[config.mk]
export PLATFORM = sky130hd
export DESIGN_NAME = stream_output_writer
export DESIGN_NICKNAME = d
export VERILOG_FILES = /design/src/rtl/stream_pkg.sv /design/src/rtl/stream_output_writer_word_packer.sv /design/src/rtl/stream_output_writer.sv
export SDC_FILE = /design/constraint.sdc
export NUM_CORES = 2
export LEC_CHECK = 0
export CORE_MARGIN = 2
export CORE_UTILIZATION = 35
export CTS_CLUSTER_DIAMETER = 100
export DETAILED_ROUTE_END_ITERATION = 6
export PLACE_DENSITY = 0.68
export SYNTH_ARGS = -nofsm -noshare
export SYNTH_HDL_FRONTEND = slang
export SYNTH_SLANG_ARGS = --single-unit
export TNS_END_PERCENT = 50
[constraint.sdc]
create_clock -name clock -period 4.5 [get_ports clock]
set_input_delay 0.9 -clock clock [delete_from_list [all_inputs] [get_ports clock]]
set_output_delay 0.9 -clock clock [all_outputs]
set_load 0.01 [all_outputs]
[src/rtl/stream_pkg.sv]
// Shared streaming constants and writer FSM state type.
// Used by the input reader and the output writer.
package stream_pkg;

  localparam int WORD_BITS       = 32;
  localparam int BLOCK_BITS      = 512;
  localparam int WORDS_PER_BLOCK = 16;
  localparam int BLOCK_BYTES     = 64;

  typedef enum logic [2:0] {
    IDLE,
    ADDR,
    FILL,
    WRITE,
    DONE
  } writer_state_t;

  function automatic logic [7:0] burst_len(
    input logic [31:0] left,
    input logic [31:0] max_beats
  );
    return 8'(((left < max_beats) ? left : max_beats) - 32'd1);
  endfunction

endpackage

[src/rtl/stream_output_writer_word_packer.sv]
// Packs 32-bit words into a 512-bit block by slot.
// Clearing zeroes the block, so a flushed partial block is zero-padded.
module word_packer
  import stream_pkg::*;
(
  input  logic                  clk_i,
  input  logic                  rst_i,
  input  logic                  clr_i,
  input  logic                  wr_i,
  input  logic [WORD_BITS-1:0]  word_i,
  output logic [BLOCK_BITS-1:0] block_o,
  output logic [3:0]            slot_o
);

  logic [BLOCK_BITS-1:0] data_q;
  logic [3:0]            slot_q;

  always_ff @(posedge clk_i) begin
    if (rst_i || clr_i) begin
      data_q <= '0;
      slot_q <= '0;
    end else if (wr_i) begin
      data_q[{slot_q, 5'b0} +: WORD_BITS] <= word_i;
      slot_q <= slot_q + 4'd1;
    end
  end

  assign block_o = data_q;
  assign slot_o  = slot_q;

endmodule

[src/rtl/stream_output_writer.sv]
// Drains PU result words into 512-bit blocks and writes them in bursts.
// STREAM_WRITER_DBUF_EN: two block buffers so filling overlaps writing.
module stream_output_writer
  import stream_pkg::*;
#(
  parameter int          NUM_PU      = 4,
  parameter int          NUM_OUTPUTS = 16,
  parameter int          BURST_BEATS = 16,
  parameter logic [15:0] WRITE_ID    = 16'd0
) (
  input  logic                         clock,
  input  logic                         reset,
  input  logic                         start,
  input  logic [63:0]                  output_base_addr,
  input  logic [NUM_PU-1:0][31:0]      output_word,
  input  logic [NUM_PU-1:0]            output_valid,
  output logic [NUM_PU-1:0]            output_ready,
  output logic [63:0]                  outputMemAddr,
  output logic                         outputMemAddrValid,
  output logic [7:0]                   outputMemAddrLen,
  output logic [15:0]                  outputMemAddrId,
  input  logic                         outputMemAddrReady,
  output logic [BLOCK_BITS-1:0]        outputMemBlock,
  output logic                         outputMemBlockValid,
  output logic                         outputMemBlockLast,
  input  logic                         outputMemBlockReady,
  output logic                         finished
);

  localparam int TW = NUM_PU * NUM_OUTPUTS;
  localparam int TB = (TW + WORDS_PER_BLOCK - 1) / WORDS_PER_BLOCK;
  localparam int PW = (NUM_PU > 1) ? $clog2(NUM_PU) : 1;
  localparam logic [31:0] TW_L = 32'(TW);
  localparam logic [31:0] TB_L = 32'(TB);
  localparam logic [31:0] BB_L = 32'(BURST_BEATS);
  localparam logic [31:0] NO_L = 32'(NUM_OUTPUTS);
`ifdef STREAM_WRITER_DBUF_EN
  localparam int NB = 2;
`else
  localparam int NB = 1;
`endif
  localparam logic DB = (NB == 2);

  writer_state_t state_q, state_d;
  logic [63:0]   base_q, base_d;
  logic [63:0]   addr_q, addr_d;
  logic [31:0]   blocks_q, blocks_d;
  logic [31:0]   words_q, words_d;
  logic [31:0]   puw_q, puw_d;
  logic [PW-1:0] pu_q, pu_d;
  logic [7:0]    beat_q, beat_d;
  logic [7:0]    len_q, len_d;
  logic          av_q, av_d;
  logic          bv_q, bv_d;
  logic          last_q, last_d;
  logic          fin_q, fin_d;
  logic          fsel_q, fsel_d;
  logic          ssel_q, ssel_d;
  logic [1:0]    full_q, full_d;

  logic [BLOCK_BITS-1:0] pk_data [2];
  logic [3:0]            pk_slot [2];
  logic [1:0]            pk_wr, pk_clr;
  logic can_fill, accept, complete;
  logic addr_hs, beat_hs;

  for (genvar i = 0; i < NB; i++) begin : g_buf
    assign pk_wr[i]  = accept && (fsel_q == 1'(i));
    assign pk_clr[i] = beat_hs && (ssel_q == 1'(i));
    word_packer u_pk (
      .clk_i   (clock),
      .rst_i   (reset),
      .clr_i   (pk_clr[i]),
      .wr_i    (pk_wr[i]),
      .word_i  (output_word[pu_q]),
      .block_o (pk_data[i]),
      .slot_o  (pk_slot[i])
    );
  end
  if (NB == 1) begin : g_one
    assign pk_wr[1]   = 1'b0;
    assign pk_clr[1]  = 1'b0;
    assign pk_data[1] = '0;
    assign pk_slot[1] = '0;
  end

  // Double buffer keeps filling while a block waits on the bus.
  assign can_fill = DB
    ? ((state_q == FILL || state_q == WRITE) &&
       !full_q[fsel_q] && (words_q < TW_L))
    : (state_q == FILL);
  assign accept   = can_fill && output_valid[pu_q];
  assign complete = accept &&
    ((pk_slot[fsel_q] == 4'd15) || (words_q + 32'd1 == TW_L));
  assign addr_hs  = av_q && outputMemAddrReady;
  assign beat_hs  = bv_q && outputMemBlockReady;

  always_comb begin
    output_ready = '0;
    if (can_fill) output_ready[pu_q] = 1'b1;
  end

  always_comb begin
    state_d  = state_q;
    base_d   = base_q;
    addr_d   = addr_q;
    blocks_d = blocks_q;
    words_d  = words_q;
    puw_d    = puw_q;
    pu_d     = pu_q;
    beat_d   = beat_q;
    len_d    = len_q;
    av_d     = av_q;
    bv_d     = bv_q;
    last_d   = last_q;
    fin_d    = fin_q;
    fsel_d   = fsel_q;
    ssel_d   = ssel_q;
    full_d   = full_q;
    if (accept) begin
      words_d = words_q + 32'd1;
      if (puw_q + 32'd1 == NO_L) begin
        puw_d = '0;
        pu_d  = pu_q + PW'(1);
      end else begin
        puw_d = puw_q + 32'd1;
      end
    end
    if (complete) begin
      full_d[fsel_q] = 1'b1;
      fsel_d = fsel_q ^ DB;
    end
    if (beat_hs) begin
      full_d[ssel_q] = 1'b0;
      ssel_d   = ssel_q ^ DB;
      blocks_d = blocks_q + 32'd1;
      bv_d     = 1'b0;
      last_d   = 1'b0;
    end
    unique case (state_q)
      IDLE: if (start) begin
        base_d   = output_base_addr;
        blocks_d = '0;
        words_d  = '0;
        puw_d    = '0;
        pu_d     = '0;
        beat_d   = '0;
        if (TB == 0) begin
          state_d = DONE;
          fin_d   = 1'b1;
        end else begin
          state_d = ADDR;
          av_d    = 1'b1;
          addr_d  = output_base_addr;
          len_d   = burst_len(TB_L, BB_L);
        end
      end
      ADDR: if (addr_hs) begin
        av_d   = 1'b0;
        beat_d = '0;
        if (DB && full_q[ssel_q]) begin
          state_d = WRITE;
          bv_d    = 1'b1;
          last_d  = (len_q == 8'd0);
        end else begin
          state_d = FILL;
        end
      end
      FILL: if (complete) begin
        state_d = WRITE;
        bv_d    = 1'b1;
        last_d  = (beat_q == len_q);
      end
      WRITE: if (beat_hs) begin
        if (beat_q == len_q) begin
          if (blocks_q + 32'd1 == TB_L) begin
            state_d = DONE;
            fin_d   = 1'b1;
          end else begin
            state_d = ADDR;
            av_d    = 1'b1;
            addr_d  = base_q + ({32'd0, blocks_q + 32'd1} << 6);
            len_d   = burst_len(TB_L - blocks_q - 32'd1, BB_L);
          end
        end else begin
          beat_d = beat_q + 8'd1;
          if (DB && (full_q[~ssel_q] ||
                     (complete && fsel_q != ssel_q))) begin
            bv_d   = 1'b1;
            last_d = (beat_q + 8'd1 == len_q);
          end else begin
            state_d = FILL;
          end
        end
      end
      DONE: ;
      default: state_d = IDLE;
    endcase
  end

  always_ff @(posedge clock) begin
    if (reset) begin
      state_q  <= IDLE;
      base_q   <= '0;
      addr_q   <= '0;
      blocks_q <= '0;
      words_q  <= '0;
      puw_q    <= '0;
      pu_q     <= '0;
      beat_q   <= '0;
      len_q    <= '0;
      av_q     <= 1'b0;
      bv_q     <= 1'b0;
      last_q   <= 1'b0;
      fin_q    <= 1'b0;
      fsel_q   <= 1'b0;
      ssel_q   <= 1'b0;
      full_q   <= '0;
    end else begin
      state_q  <= state_d;
      base_q   <= base_d;
      addr_q   <= addr_d;
      blocks_q <= blocks_d;
      words_q  <= words_d;
      puw_q    <= puw_d;
      pu_q     <= pu_d;
      beat_q   <= beat_d;
      len_q    <= len_d;
      av_q     <= av_d;
      bv_q     <= bv_d;
      last_q   <= last_d;
      fin_q    <= fin_d;
      fsel_q   <= fsel_d;
      ssel_q   <= ssel_d;
      full_q   <= full_d;
    end
  end

  assign outputMemAddr       = addr_q;
  assign outputMemAddrValid  = av_q;
  assign outputMemAddrLen    = len_q;
  assign outputMemAddrId     = WRITE_ID;
  assign outputMemBlock      = pk_data[ssel_q];
  assign outputMemBlockValid = bv_q;
  assign outputMemBlockLast  = last_q;
  assign finished            = fin_q;

endmodule

==> out/metrics.yaml <==
num_rows: 114
numPortBuffers: 792
finalClockSkew_ns: 0.04758
yosys.area_share.adder_pct: 1.700
root_buffer: "clkbuf_16"
die_h_um: 317.0
synth_largest_area_cell: "dfxtp_1"
rr_worst_depth: 15
hold_path_end: "g_buf[0].u_pk.block_o[463]"
numCtsBuffers: 86
grt_pass1_vias: 31590
synthCells: 4430
start_util_pct: 35.41
holdPathStages: 2
synth_xor_area_share_pct: 5.005
crit_chain: "buf_4, nand3_1, nor2_1, xor2_1, ha_1, o21a_1, or2_2, a41o_1, o31ai_2, a2111oi_2, buf_4, o2111ai_2, or3_1, nand3_1, a32o_1"
hold_path_startpoint: "g_buf[0].u_pk.block_o[463]"
syn_to_final_growth_pct: 35.18
drtPass1Iterations: 6
synth_top_area_share_pct: 44.65
numClockSinks: 765
synth_top_family_by_area: "simple AND/OR/NAND/NOR gates"
track_usage_pct: 28.20
synth.area.top_cells: "dfxtp_1, nand2_1, a21oi_1, clkbuf_1, xnor2_1"
first_iter_violations: 3553
whs_ns: 0.4482
criticalPathCategory: "reg2reg"
r2r-end: "outputMemAddr[63]"
grt_max_degree: 144
async_flop_share_pct: 0
cts_setup_buffers: 0
worstPathRequired_ns: 5.06
clock_path_buffers: 3
gp_congestion: 0.9319
status: "completed"
min_period_ns: 4.109
p_per_area_nw_per_um2: 341.6
final-setup-viol-count: 0
synth.yosys.seq_area_share_pct: 44.65
grt-ovfl-total: 0
syn_avg_cell_area_sq_um: 7.742
htree_levels: 3
syn_area_sq_um: 34300
synth_mux_area_share_pct: 2.645
worst_pin_slew_ns: 1.130
r2r-start: "blocks_q[2]"
drv_cap: 0
post-route-period-util_pct: 91.31
clock_latency_ns: 0.70
peakVddDrop_uv: 370.6
fin_tns_setup_ns: 0
grt_pass1_wl_um: 210700
clkSlewWorstSetupHoldPaths_ns: 0.06
wire_per_inst_um: 23.42
drc: 0
crit_path_max_incr_delay_ns: 0.44
antenna_found_initial: 34
yosysUniqueCellTypes: 85
cp_max_fo: 10
rsz0062_at_grt: "no"
regToRegSetupSlack_ns: 0.39
postRouteAntennaNets: 0
slew_violations: 0
io_pins: 809
startpoint_type: "flop"
die_area_sq_um: 100500
ctsHoldBuffers: 0
vias: 35010
num-nets-final: 5308
ys.warnings.count: 0
hpwl_um: 107100
hold_viol: 0
min_path_type: "reg2reg"
arrival_ns: 4.67
ys.flop_type: "dfxtp_1"
cts_resized: 0
p_leak_nw: 15.78
die_x_um: 317.0
synthSimpleGateAreaFrac_pct: 25.53
max_freq_ghz: 0.2434
slowest_stage: "o31ai_2"
core_region_area_sq_um: 96850
cp-end-kind: "flop"
wirelength_um: 150300
routed_via_density: 5.454
tritoncts: "yes"
max_slew_margin_pct: 24.68
synth_compound_area_share_pct: 15.72
synth_edf_count: 0
drive_gt1_share_pct: 7.079
ys_ff_latch: 765
cell families (layout without fill, tap and decap cells):
family | Yosys count | in the layout
buffers and inverters | 395 | 1078
XOR/XNOR | 196 | 196
flip-flops | 765 | 765
multiplexers | 49 | 49
AO/OA/AOI/OAI | 948 | 948
AND/OR/NAND/NOR | 2030 | 2030
other | 1 | 31
adder cells (fa/ha/maj) | 46 | 46
flip-flops by register name, summed over array words and instances, names as in the netlist:
signal / count
outputMemAddrLen: 8
outputMemAddrValid: 1
outputMemBlockValid: 1
puw_q: 32
state_q: 3
beat_q: 8
finished: 1
words_q: 32
outputMemAddr: 64
outputMemBlockLast: 1
base_q: 64
blocks_q: 32
g_buf.u_pk.slot_o: 4
pu_q: 2
g_buf.u_pk.block_o: 512
placed cells by master, fill, tap and decap left out, drive strengths merged, types with 20 or more instances in the layout:
master,Yosys,final
a21oi,658,658
or3,30,30
xnor2,106,106
mux4,33,33
nor4,39,39
nor3,68,68
a21o,24,24
buf,80,103
a311oi,23,23
inv,29,32
a31oi,28,28
o21ai,73,73
dfxtp,765,765
clkdlybuf4s50,0,791
clkbuf,286,127
a211oi,34,34
and3,35,35
xor2,90,90
and4,20,20
ha,45,45
nand2,1353,1353
nor2,243,243
nand3,112,112
nand4,57,57
cell type report:
cell class | instances | area [sq um]
multi-input cells | 3285 | 17590
clock inverters | 28 | 387.9
flip-flops and latches | 765 | 15320
well taps | 1276 | 1597
diodes | 15 | 37.54
inverters | 29 | 108.9
fillers | 9307 | 50480
clock buffers | 127 | 2559
repair buffers | 894 | 8766
worst max-delay path, delay by kind of cell, from the launching register on:
kind / cells / cell delay [ns]
adders and majority gates: 1 / 0.31
and+or+nand+nor: 5 / 1.01
AOI/OAI and AO/OA: 6 / 1.72
DFF: 1 / 0.34
xor gates and xnor gates: 1 / 0.26
buffers and inverters: 2 / 0.36
metal layers:
layer	GRT usage [%]	vias to the layer above	wire, um
met2	43.65	1617	66320
met1	35.59	16700	59360
met3	7.232	433	14970
met4	16.16	30	9487
li1	-	16220	-
met5	0	-	197
through the flow:
step / std cells / cell area [sq um] / worst slack, ns / total power, mW / util (%)
2_1_floorplan: 4445 / 34360 / 0.1946 / 7.847 / -
3_3_place_gp: 6249 / 43310 / 0.1307 / 8.600 / 44.71
3_5_place_dp: 6249 / 43310 / 0.1522 / 8.611 / 44.71
4_1_cts: 6404 / 46250 / 0.1103 / 15.91 / 47.76
5_1_grt: 6404 / 46330 / 0.02419 / 16.31 / 47.83
6_report: 6419 / 46370 / 0.3912 / 15.84 / 47.87
where the power goes:
group	leakage [nW]	switching (mW)	total, mW	internal, mW
sequential	6.19	0.131	7.05	6.92
clock	1.45	3.10	7.36	4.26
combinational	8.14	0.887	1.43	0.543
total	15.8	4.12	15.8	11.7
cell usage after synthesis, types with 16 or more instances:
library cell	number
buf_2	35
nor4_1	34
a31oi_1	28
xnor2_1	106
xor2_1	90
inv_1	29
a21oi_1	658
nor2_1	242
o21ai_0	70
buf_1	21
nand3_1	110
nor3_1	63
nand4_1	56
or3_1	30
and4_1	20
dfxtp_1	765
a311oi_1	23
buf_4	21
clkbuf_1	286
nand2_1	1353
ha_1	45
mux4_2	33
a21o_1	24
and3_1	34
a211oi_1	34
and2_1	16
worst max-delay path by stage:
| stage | from | cells after the start | to |
|---|---|---|---|
| floorplan | blocks_q[0] | 17 | outputMemAddr[52] |
| global placement | blocks_q[0] | 17 | outputMemAddr[63] |
| detailed placement | blocks_q[0] | 17 | outputMemAddr[53] |
| CTS | blocks_q[0] | 17 | outputMemAddr[63] |
| global route | blocks_q[1] | 17 | outputMemAddr[50] |
| finish | blocks_q[2] | 15 | outputMemAddr[63] |
No activity file was read; power rests on OpenSTA's default activity.
